===== config.mk =====
export PLATFORM = sky130hd
export DESIGN_NAME = video_cfg_bank
export DESIGN_NICKNAME = d
export VERILOG_FILES = /design/src/rtl/video_cfg_bank.sv
export SDC_FILE = /design/constraint.sdc
export NUM_CORES = 1
export LEC_CHECK = 0
export ABC_AREA = 1
export CAP_MARGIN = 15
export CORE_MARGIN = 3
export CORE_UTILIZATION = 45
export CTS_CLUSTER_SIZE = 8
export DETAILED_ROUTE_END_ITERATION = 10
export PLACE_DENSITY = 0.66
export SLEW_MARGIN = 5
export SYNTH_ARGS = -nofsm -noshare
export SYNTH_HDL_FRONTEND = slang
export SYNTH_SLANG_ARGS = --single-unit

===== constraint.sdc =====
create_clock -name clk -period 3 [get_ports clk]
set_input_delay 0.45 -clock clk [delete_from_list [all_inputs] [get_ports clk]]
set_output_delay 0.45 -clock clk [all_outputs]
set_load 0.05 [all_outputs]

===== src/rtl/video_cfg_bank.sv =====
// Multi-profile video timing register bank: MCU programs inactive profiles,
// the active one switches atomically on flyback, on force, or on timeout.
module video_cfg_bank #(
  parameter int NUM_SETS       = 2,
  parameter int COORD_W        = 11,
  parameter int SYNC_STAGES    = 2,
  parameter int TIMEOUT_CYCLES = 2000000,
  parameter int FRAME_W        = 16
) (
  input  logic               clk,
  input  logic               reset,
  input  logic [31:0]        reg_wdata,
  output logic [31:0]        reg_rdata,
  input  logic [7:0]         reg_addr,
  input  logic               reg_wstrobe,
  input  logic               sync_flybk,
  output logic [COORD_W-1:0] o_res_x,
  output logic [COORD_W-1:0] o_hs_fp,
  output logic [COORD_W-1:0] o_hs_width,
  output logic [COORD_W-1:0] o_hs_bp,
  output logic [COORD_W-1:0] o_res_y,
  output logic [COORD_W-1:0] o_vs_fp,
  output logic [COORD_W-1:0] o_vs_width,
  output logic [COORD_W-1:0] o_vs_bp,
  output logic [COORD_W-1:0] o_cursor_x_offset,
  output logic [7:0]         o_wpl_m1,
  output logic [2:0]         o_bpp,
  output logic               o_hires,
  output logic               o_double_x,
  output logic               o_double_y,
  output logic [1:0]         o_active_set,
  output logic               cfg_update,
  output logic [FRAME_W-1:0] frame_count
);

  localparam int TW = $clog2(TIMEOUT_CYCLES + 1);
  localparam logic [2:0]    NSETS   = 3'(NUM_SETS);
  localparam logic [TW-1:0] TO_LAST = TW'(TIMEOUT_CYCLES - 1);

  localparam logic [COORD_W-1:0] RST_RES_X = COORD_W'(640);
  localparam logic [COORD_W-1:0] RST_HS_FP = COORD_W'(40);
  localparam logic [COORD_W-1:0] RST_HS_W  = COORD_W'(20);
  localparam logic [COORD_W-1:0] RST_HS_BP = COORD_W'(68);
  localparam logic [COORD_W-1:0] RST_RES_Y = COORD_W'(256);
  localparam logic [COORD_W-1:0] RST_VS_FP = COORD_W'(40);
  localparam logic [COORD_W-1:0] RST_VS_W  = COORD_W'(5);
  localparam logic [COORD_W-1:0] RST_VS_BP = COORD_W'(67);
  localparam logic [COORD_W-1:0] RST_CURS  = COORD_W'(217);

  typedef enum logic {S_IDLE = 1'b0, S_PENDING = 1'b1} state_t;

  function automatic logic [31:0] ext_c(input logic [COORD_W-1:0] v);
    return {{(32-COORD_W){1'b0}}, v};
  endfunction

  // Profile storage is always four deep; sets >= NUM_SETS are never written.
  logic [COORD_W-1:0] r_res_x [4];
  logic [COORD_W-1:0] r_hs_fp [4];
  logic [COORD_W-1:0] r_hs_w  [4];
  logic [COORD_W-1:0] r_hs_bp [4];
  logic [COORD_W-1:0] r_res_y [4];
  logic [COORD_W-1:0] r_vs_fp [4];
  logic [COORD_W-1:0] r_vs_w  [4];
  logic [COORD_W-1:0] r_vs_bp [4];
  logic [COORD_W-1:0] r_curs  [4];
  logic [7:0]         r_wpl   [4];
  logic [2:0]         r_bpp   [4];
  logic               r_hires [4];
  logic               r_dbl_x [4];
  logic               r_dbl_y [4];

  logic [SYNC_STAGES-1:0] r_sync;
  logic                   r_flybk_d, r_edge;
  logic [FRAME_W-1:0]     r_frame;
  state_t                 r_state, w_state_nxt;
  logic [1:0]             r_active, w_active_nxt, r_target, w_target_nxt;
  logic [TW-1:0]          r_cnt, w_cnt_nxt;
  logic                   w_apply, w_timeout_hit;
  logic                   r_cfg_update, r_err_wr, r_timeout, r_err_bad;

  logic [1:0] w_set, w_tgt, w_pend_tgt;
  logic [3:0] w_idx;
  logic       w_set_ok, w_tgt_ok, w_ctrl_wr, w_commit, w_force, w_clear, w_bad;
  logic       w_set_wr, w_wr_act, w_cfg_wr, w_flybk;
  logic       w_unused;

  assign w_set      = reg_addr[7:6];
  assign w_idx      = reg_addr[5:2];
  assign w_set_ok   = ({1'b0, w_set} < NSETS);
  assign w_tgt      = reg_wdata[5:4];
  assign w_tgt_ok   = ({1'b0, w_tgt} < NSETS);
  assign w_ctrl_wr  = reg_wstrobe & w_set_ok & (w_idx == 4'hC);
  assign w_commit   = w_ctrl_wr & reg_wdata[0];
  assign w_force    = w_ctrl_wr & reg_wdata[1];
  assign w_clear    = w_ctrl_wr & reg_wdata[8];
  assign w_bad      = w_ctrl_wr & (reg_wdata[0] | reg_wdata[1]) & ~w_tgt_ok;
  assign w_set_wr   = reg_wstrobe & w_set_ok & (w_idx <= 4'd9);
  assign w_wr_act   = w_set_wr & (w_set == r_active);
  assign w_cfg_wr   = w_set_wr & (w_set != r_active);
  assign w_flybk    = r_sync[SYNC_STAGES-1];
  assign w_pend_tgt = (r_state == S_PENDING) ? r_target : 2'd0;
  assign w_unused   = ^{reg_wdata, reg_addr[1:0]};

  assign cfg_update   = r_cfg_update;
  assign frame_count  = r_frame;
  assign o_active_set = r_active;

  // Flyback synchroniser, edge detect and frame counter.
  always_ff @(posedge clk) begin
    if (reset) begin
      r_sync    <= '0;
      r_flybk_d <= 1'b0;
      r_edge    <= 1'b0;
      r_frame   <= '0;
    end else begin
      r_sync    <= {r_sync[SYNC_STAGES-2:0], sync_flybk};
      r_flybk_d <= w_flybk;
      r_edge    <= w_flybk & ~r_flybk_d;
      r_frame   <= r_frame + FRAME_W'(r_edge);
    end
  end

  // Commit state machine next-state: force beats a commit write, which beats edge/timeout.
  always_comb begin
    w_state_nxt   = r_state;
    w_active_nxt  = r_active;
    w_target_nxt  = r_target;
    w_cnt_nxt     = r_cnt;
    w_apply       = 1'b0;
    w_timeout_hit = 1'b0;
    if (w_force && w_tgt_ok) begin
      w_active_nxt = w_tgt;
      w_apply      = 1'b1;
      w_state_nxt  = S_IDLE;
      w_cnt_nxt    = '0;
    end else if (w_commit && w_tgt_ok) begin
      w_state_nxt  = S_PENDING;
      w_target_nxt = w_tgt;
      w_cnt_nxt    = '0;
    end else begin
      case (r_state)
        S_IDLE: w_cnt_nxt = '0;
        S_PENDING: begin
          if (r_edge || (r_cnt == TO_LAST)) begin
            w_active_nxt  = r_target;
            w_apply       = 1'b1;
            w_state_nxt   = S_IDLE;
            w_cnt_nxt     = '0;
            w_timeout_hit = ~r_edge;
          end else begin
            w_cnt_nxt = r_cnt + TW'(1);
          end
        end
        default: w_state_nxt = S_IDLE;
      endcase
    end
  end

  // Commit state register, update strobe and sticky flags (set wins over clear).
  always_ff @(posedge clk) begin
    if (reset) begin
      r_state      <= S_IDLE;
      r_active     <= 2'd0;
      r_target     <= 2'd0;
      r_cnt        <= '0;
      r_cfg_update <= 1'b0;
      r_err_wr     <= 1'b0;
      r_timeout    <= 1'b0;
      r_err_bad    <= 1'b0;
    end else begin
      r_state      <= w_state_nxt;
      r_active     <= w_active_nxt;
      r_target     <= w_target_nxt;
      r_cnt        <= w_cnt_nxt;
      r_cfg_update <= w_apply;
      r_err_wr     <= (r_err_wr  & ~w_clear) | w_wr_act;
      r_timeout    <= (r_timeout & ~w_clear) | w_timeout_hit;
      r_err_bad    <= (r_err_bad & ~w_clear) | w_bad;
    end
  end

  // Profile register file writes (inactive sets only).
  always_ff @(posedge clk) begin
    if (reset) begin
      for (int s = 0; s < 4; s++) begin
        r_res_x[s] <= RST_RES_X;
        r_hs_fp[s] <= RST_HS_FP;
        r_hs_w[s]  <= RST_HS_W;
        r_hs_bp[s] <= RST_HS_BP;
        r_res_y[s] <= RST_RES_Y;
        r_vs_fp[s] <= RST_VS_FP;
        r_vs_w[s]  <= RST_VS_W;
        r_vs_bp[s] <= RST_VS_BP;
        r_curs[s]  <= RST_CURS;
        r_wpl[s]   <= 8'd79;
        r_bpp[s]   <= 3'd2;
        r_hires[s] <= 1'b0;
        r_dbl_x[s] <= 1'b0;
        r_dbl_y[s] <= 1'b1;
      end
    end else if (w_cfg_wr) begin
      case (w_idx)
        4'd0: begin
          r_res_x[w_set] <= reg_wdata[COORD_W-1:0];
          r_dbl_x[w_set] <= reg_wdata[31];
        end
        4'd1: r_hs_fp[w_set] <= reg_wdata[COORD_W-1:0];
        4'd2: r_hs_w[w_set]  <= reg_wdata[COORD_W-1:0];
        4'd3: r_hs_bp[w_set] <= reg_wdata[COORD_W-1:0];
        4'd4: begin
          r_res_y[w_set] <= reg_wdata[COORD_W-1:0];
          r_dbl_y[w_set] <= reg_wdata[31];
        end
        4'd5: r_vs_fp[w_set] <= reg_wdata[COORD_W-1:0];
        4'd6: r_vs_w[w_set]  <= reg_wdata[COORD_W-1:0];
        4'd7: r_vs_bp[w_set] <= reg_wdata[COORD_W-1:0];
        4'd8: r_wpl[w_set]   <= reg_wdata[7:0];
        4'd9: begin
          r_hires[w_set] <= reg_wdata[31];
          r_bpp[w_set]   <= reg_wdata[30:28];
          r_curs[w_set]  <= reg_wdata[COORD_W-1:0];
        end
        default: ;
      endcase
    end
  end

  // Exported profile follows the next active index so it lands with cfg_update.
  always_ff @(posedge clk) begin
    if (reset) begin
      o_res_x           <= RST_RES_X;
      o_hs_fp           <= RST_HS_FP;
      o_hs_width        <= RST_HS_W;
      o_hs_bp           <= RST_HS_BP;
      o_res_y           <= RST_RES_Y;
      o_vs_fp           <= RST_VS_FP;
      o_vs_width        <= RST_VS_W;
      o_vs_bp           <= RST_VS_BP;
      o_cursor_x_offset <= RST_CURS;
      o_wpl_m1          <= 8'd79;
      o_bpp             <= 3'd2;
      o_hires           <= 1'b0;
      o_double_x        <= 1'b0;
      o_double_y        <= 1'b1;
    end else begin
      o_res_x           <= r_res_x[w_active_nxt];
      o_hs_fp           <= r_hs_fp[w_active_nxt];
      o_hs_width        <= r_hs_w[w_active_nxt];
      o_hs_bp           <= r_hs_bp[w_active_nxt];
      o_res_y           <= r_res_y[w_active_nxt];
      o_vs_fp           <= r_vs_fp[w_active_nxt];
      o_vs_width        <= r_vs_w[w_active_nxt];
      o_vs_bp           <= r_vs_bp[w_active_nxt];
      o_cursor_x_offset <= r_curs[w_active_nxt];
      o_wpl_m1          <= r_wpl[w_active_nxt];
      o_bpp             <= r_bpp[w_active_nxt];
      o_hires           <= r_hires[w_active_nxt];
      o_double_x        <= r_dbl_x[w_active_nxt];
      o_double_y        <= r_dbl_y[w_active_nxt];
    end
  end

  // Combinational register read mux.
  always_comb begin
    reg_rdata = 32'd0;
    if (!w_set_ok) begin
      reg_rdata = 32'd0;
    end else begin
      case (w_idx)
        4'd0: reg_rdata = ext_c(r_res_x[w_set]) | {r_dbl_x[w_set], 31'd0};
        4'd1: reg_rdata = ext_c(r_hs_fp[w_set]);
        4'd2: reg_rdata = ext_c(r_hs_w[w_set]);
        4'd3: reg_rdata = ext_c(r_hs_bp[w_set]);
        4'd4: reg_rdata = ext_c(r_res_y[w_set]) | {r_dbl_y[w_set], 31'd0};
        4'd5: reg_rdata = ext_c(r_vs_fp[w_set]);
        4'd6: reg_rdata = ext_c(r_vs_w[w_set]);
        4'd7: reg_rdata = ext_c(r_vs_bp[w_set]);
        4'd8: reg_rdata = {24'd0, r_wpl[w_set]};
        4'd9: reg_rdata = ext_c(r_curs[w_set]) | {r_hires[w_set], r_bpp[w_set], 28'd0};
        4'hD: reg_rdata = {12'd0, r_err_bad, r_timeout, r_err_wr, w_flybk, 6'd0,
                           w_pend_tgt, 2'd0, r_active, 3'd0, (r_state == S_PENDING)};
        4'hE: reg_rdata = 32'(r_frame);
        default: reg_rdata = 32'd0;
      endcase
    end
  end

endmodule


# --- Yosys cells after proc, flatten, opt, wreduce, memory -nomap -nowiden ---
# Memories as Yosys holds them, arrays and structs flattened. A register that Yosys moved wholly into a read port is not among the register bits.
# Index checks and enable logic that the tools add are counted.
op_classes:
  eq_ne: 15
  n_reduce_logical: 21
  bitwise: 27
  n_lt_le_gt_ge: 3
  add_sub_neg: 2
  mux: 104
ops:
  columns: ["cell", "n"]
  rows:
  - ["$pmux 32 s12", 1]
  - ["$mux 11", 9]
  - ["$reduce_or 11->1", 9]
  - ["$or 11x32->32", 3]
  - ["$mux 1", 70]
  - ["$pmux 21 s2", 1]
  - ["$mux 2", 19]
  - ["$mux 32", 1]
  - ["$add 21x1->21 const B", 1]
  - ["$eq 21x21->1 const B", 1]
  - ["$mux 21", 1]
  - ["$eq 4x4->1 const B", 5]
  - ["$add 16x1->16", 1]
  - ["$eq 4x3->1 const B", 4]
  - ["$and 1x1->1", 14]
  - ["$eq 4x2->1 const B", 2]
  - ["$mux 8", 1]
  - ["$reduce_or 8->1", 1]
  - ["$not 1->1", 6]
  - ["$reduce_or 3->1", 2]
  - ["$eq 4x1->1 const B", 1]
  - ["$le 4x4->1 const B", 1]
  - ["$logic_not 4->1", 1]
  - ["$lt 2x2->1 const B", 2]
  - ["other kinds (9)", 15]
word_totals:
  in_bits: 44
  word_cells: 198
  mem_bits_rw: 452
  memories: 14
  out_inout_bits: 164
  regBits: 50
mem_list:
  columns: ["name", "words", "word_bits", "read_ports", "rd_ports_with_merged_regs", "write_ports", "line", "text"]
  rows:
  - ["r_curs", 4, 11, 2, 1, 4, "65", "logic [COORD_W-1:0] r_curs [4];"]
  - ["r_hs_bp", 4, 11, 2, 1, 4, "60", "logic [COORD_W-1:0] r_hs_bp [4];"]
  - ["r_hs_fp", 4, 11, 2, 1, 4, "58", "logic [COORD_W-1:0] r_hs_fp [4];"]
  - ["r_hs_w", 4, 11, 2, 1, 4, "59", "logic [COORD_W-1:0] r_hs_w [4];"]
  - ["r_res_x", 4, 11, 2, 1, 4, "57", "logic [COORD_W-1:0] r_res_x [4];"]
  - ["r_res_y", 4, 11, 2, 1, 4, "61", "logic [COORD_W-1:0] r_res_y [4];"]
  - ["8 more memories", null, null, null, null, null, null, null]

# --- Depth between registers and ports, before layout ---
logic_depth:
  depth_word: 9
  depth_mapped: 16
  ltp_nobuf: 14

# --- Worst setup path after synthesis ---
# Ideal clock, no wire load.
synth_path:
  kind: "input -> output"
  from: "input reg_addr[7]"
  to: "output reg_rdata[31]"
  setup_slack_ns: 0.084
  path_stages: 6
  required_ns: 2.550
  n_path_buf: 3
  t_arrival_ns: 2.466
  cell_sequence: "inv_2 -> clkbuf_1 -> buf_2 -> clkbuf_1 -> nand2_1 -> o21ai_0"
synth_via:
  elab_chain_len: 4
  elab_cells_between_ends: 9
  cone_classes: "order compare (1); mux (2); bitwise (3); memory (3)"
synth_lines:
  columns: ["item", "line", "text"]
  rows:
  - ["from (decl)", "14", "input logic [7:0] reg_addr,"]
  - ["$mem_v2 4x1, on equally long branches", null, null]
  - ["$or 11x32->32, on equally long branches", "279, 270, 274", null]
  - ["$pmux 32 s12", "269", "case (w_idx)"]
  - ["$mux 32 *", "266", "if (!w_set_ok) begin"]
  - ["to (decl)", "13", "output logic [31:0] reg_rdata,"]
# Mark *: on every way between the ends. The rest lies on a longest branch, timed or not.

==> impl_metrics.py <==
metrics = {
    "setup_path": {
        "ff2ff_path_depth": 12,
        "cp-start-kind": "flop",
        "arrival_ns": 2.55,
        "critical_path.max_fanout": 2,
        "required_ns": 2.55,
        "worstSetupPathType": "flop to output port",
        "cp-end-kind": "output port",
    },
    "sta": {
        "fin_crit_sh_pct": 99.86,
        "clock-skew-final_ns": 0.02512,
        "clock.fmax_mhz": 333.8,
        "tightestPinTransition_ns": 0.8401,
        "setup_slack_ns": 0.004093,
        "slew_viol_final": 0,
        "holdWs_ns": 0.1443,
        "rsz0062_at_grt": "true",
        "fin_crit_ns": 2.996,
        "finalHoldViolations": 0,
        "relSlewSlack_pct": 44.00,
        "setup_viol": 0,
    },
    "detailed_routing": {
        "ant_nets": 0,
        "avgViaCountPerCell": 5.415,
        "dr_total_vias": 25270,
        "wl_per_cell_um": 20.66,
        "first_iter_violations": 3457,
        "drt_first_pass_iters": 8,
        "drc": 0,
        "wl_um": 96410,
    },
    "floorplan": {
        "die_w_um": 260.0,
        "rows": 92,
        "pin_count": 208,
        "core_area_sq_um": 63430,
        "floorplan.initialDensity_pct": 45.77,
        "dieArea_sq_um": 67600,
        "die_h_um": 260.0,
    },
    "clock_network": {
        "cts_max_level": 3,
        "clk_latency_ns": 0.64,
        "clock_path_buffers": 3,
        "clock-sinks": 615,
        "cts_tree": "done",
        "numCtsBuffers": 87,
        "ctsRootBufferMaster": "clkbuf_16",
        "holdBufCountCts": 0,
        "path_clk_slew_ns": 0.05,
    },
    "placement": {
        "dp_hpwl_um": 64620,
        "dpl_cell_area_sq_um": 33900,
        "dpl_worst_slack_ns": -0.2633,
        "numPortBuffers": 180,
        "gp_congestion": 1.065,
        "dp_cells": 4498,
    },
    "run_status": {
        "status": "completed",
    },
    "logic_synthesis": {
        "netlist_instances": 3359,
        "synth_seq_cells": 615,
        "synth.distinct_cells": 44,
        "synth_top_area_share_pct": 46.44,
        "avgSynthCellArea_sq_um": 8.643,
        "synth_top_area_cell": "edfxtp_1",
        "yosysSeqAreaShare_pct": 57.89,
        "synthTopCellsByArea": "edfxtp_1, dfxtp_1, nand2_1, nand3_1, nor2_1",
        "synth_warnings": 0,
        "syn_area_sq_um": 29030,
    },
    "finish": {
        "final_cells": 4667,
        "nNetsFinal": 3795,
        "diodes": 0,
        "multi_input_area_sq_um": 10040,
        "fillCellCount": 5529,
        "final_area_sq_um": 36660,
        "post_route_cells_drive_above_1_share_pct": 11.83,
        "syn_to_final_growth_pct": 26.27,
        "regArea_sq_um": 16810,
        "fin_util_pct": 57.80,
    },
    "run": {
        "cap_violations": 0,
    },
    "global_route": {
        "grt_pass1_wl_um": 143300,
        "grt_max_degree": 72,
        "grt_pass1_vias": 23760,
        "grt_usage_pct": 28.12,
        "antenna_found_initial": 2,
        "overflow": 0,
    },
    "pwr": {
        "leakage_uw": 0.01485,
        "vdd_drop_max_mv": 0.3757,
        "power_density_nw_per_um2": 570.7,
    },
    "worst_hold_path": {
        "whs_path_depth": 2,
        "worstHoldPathType": "input port to flop",
    },
}
## power by group
group	leakage, uW	total (uW)	switching (uW)	internal [uW]
Clock	0.00122	9300	3690	5610
Sequential	0.00565	9580	122	9460
Combinational	0.00797	2040	1420	612
## path summary, 6_finish.rpt
kind	startpoint	to	slack (ns)
worst max-delay path	r_res_y[0][6]	reg_rdata[6]	0.004
worst min-delay path	reset	r_target[1]	0.14
worst max register to register	r_cnt[0]	o_vs_fp[0]	0.51
worst min register to register	r_sync[0]	r_sync[1]	0.41
## layout make-up
class | instances | share of cell area, %
sequential | 615 | 45.84
multi-input combinational | 2194 | 27.39
timing repair buffer | 446 | 12.67
clock buffer | 155 | 6.720
inverter | 404 | 4.174
tap | 846 | 2.887
clock inverter | 7 | 0.3174
## critical path, stage by stage, from the launching register on
cell      delay [ns]
edfxtp_1        0.39
o21ai_1         0.36
a21oi_1         0.16
buf_4           0.15
a211oi_1        0.25
nand3_1         0.26
nand2_1         0.13
inv_1           0.05
buf_4           0.18
## state kept, by name (all words and copies together) (netlist names), 8 cells and up
name	cells
r_vs_w	44
r_bpp	12
r_hs_bp	44
o_cursor_x_offset	11
r_res_y	44
o_vs_fp	11
frame_count	16
o_hs_fp	11
r_cnt	21
o_wpl_m1	8
o_hs_width	11
r_hs_w	44
r_vs_fp	44
r_wpl	32
o_hs_bp	11
r_res_x	44
r_curs	44
o_vs_width	11
o_res_x	11
o_res_y	11
o_vs_bp	11
r_vs_bp	44
r_hs_fp	44
## cells in the mapped netlist, drive strengths merged
cell type	number
o22ai	24
nor2	433
or2	3
nand3	367
clkinv	8
nor4	3
dfxtp	166
nand2	541
nand3b	4
inv	396
clkbuf	155
xor2	3
o21ai	316
buf	109
o21a	3
nand4	7
a21oi	241
ha	3
a211oi	6
a21o	12
o211ai	1
nor3b	1
a32o	1
conb	2
or3	1
a22o	7
a221oi	3
a21boi	4
and3	1
xnor2	4
edfxtp	449
nor3	85
## stage by stage
step                      TNS (ns)  power (uW)
after CTS                        0       20970
after detailed placement    -10.47       11710
after global routing      -0.01134       21540
after global placement      -6.465       11700
after floorplan                  0       10810
final                            0       20920
## logic make-up (layout without fill, tap and decap cells)
| group | after synthesis | in the layout | share of synthesized area (%) |
|---|---|---|---|
| and+or+nand+nor | 1446 | 1446 | 21.15 |
| buffers and inverters | 668 | 1012 | 9.469 |
| AOI/OAI and AO/OA | 618 | 618 | 11.13 |
| DFF | 615 | 615 | 57.89 |
| xor gates and xnor gates | 7 | 7 | 0.2112 |
| adders and majority gates | 3 | 3 | 0.1293 |
| other | 2 | 120 | 0.02587 |
## per-layer routing
metal	vias to the layer above	GRT usage (%)	part of all wire, %
met5	-	0	0.029
met4	4	13.77	4.8
met3	242	6.505	12
met2	1523	42.70	44
met1	11680	37.94	39
li1	11830	-	-
## cell usage in the layout (no fill, tap or decap), types with 5 or more instances in the layout
master / synthesis / layout
clkbuf_16: 0 / 89
nand2_1: 537 / 533
clkdlybuf4s50_1: 0 / 149
conb_1: 2 / 120
clkinv_1: 8 / 8
buf_12: 0 / 67
o21ai_1: 81 / 100
edfxtp_1: 449 / 449
o22ai_1: 24 / 24
a22o_1: 7 / 7
inv_1: 378 / 376
a21oi_1: 241 / 240
buf_4: 33 / 219
nor2_2: 6 / 7
dfxtp_1: 166 / 166
a21o_1: 12 / 12
nand3_1: 365 / 363
nor3_1: 82 / 79
nand2_2: 4 / 7
nand4_1: 5 / 5
nor2_1: 425 / 423
a211oi_1: 6 / 6
o21ai_0: 235 / 211
clkbuf_1: 155 / 66
o21ai_2: 0 / 5
inv_2: 18 / 16
## repair_timing
action	4_1_cts	5_1_grt
setup buffers	1	5
cloned	0	1
resized for setup	32	27
setup endpoints to repair	11	11
pin swaps	3	5
Note: power is estimated with default switching activity, not from simulation.
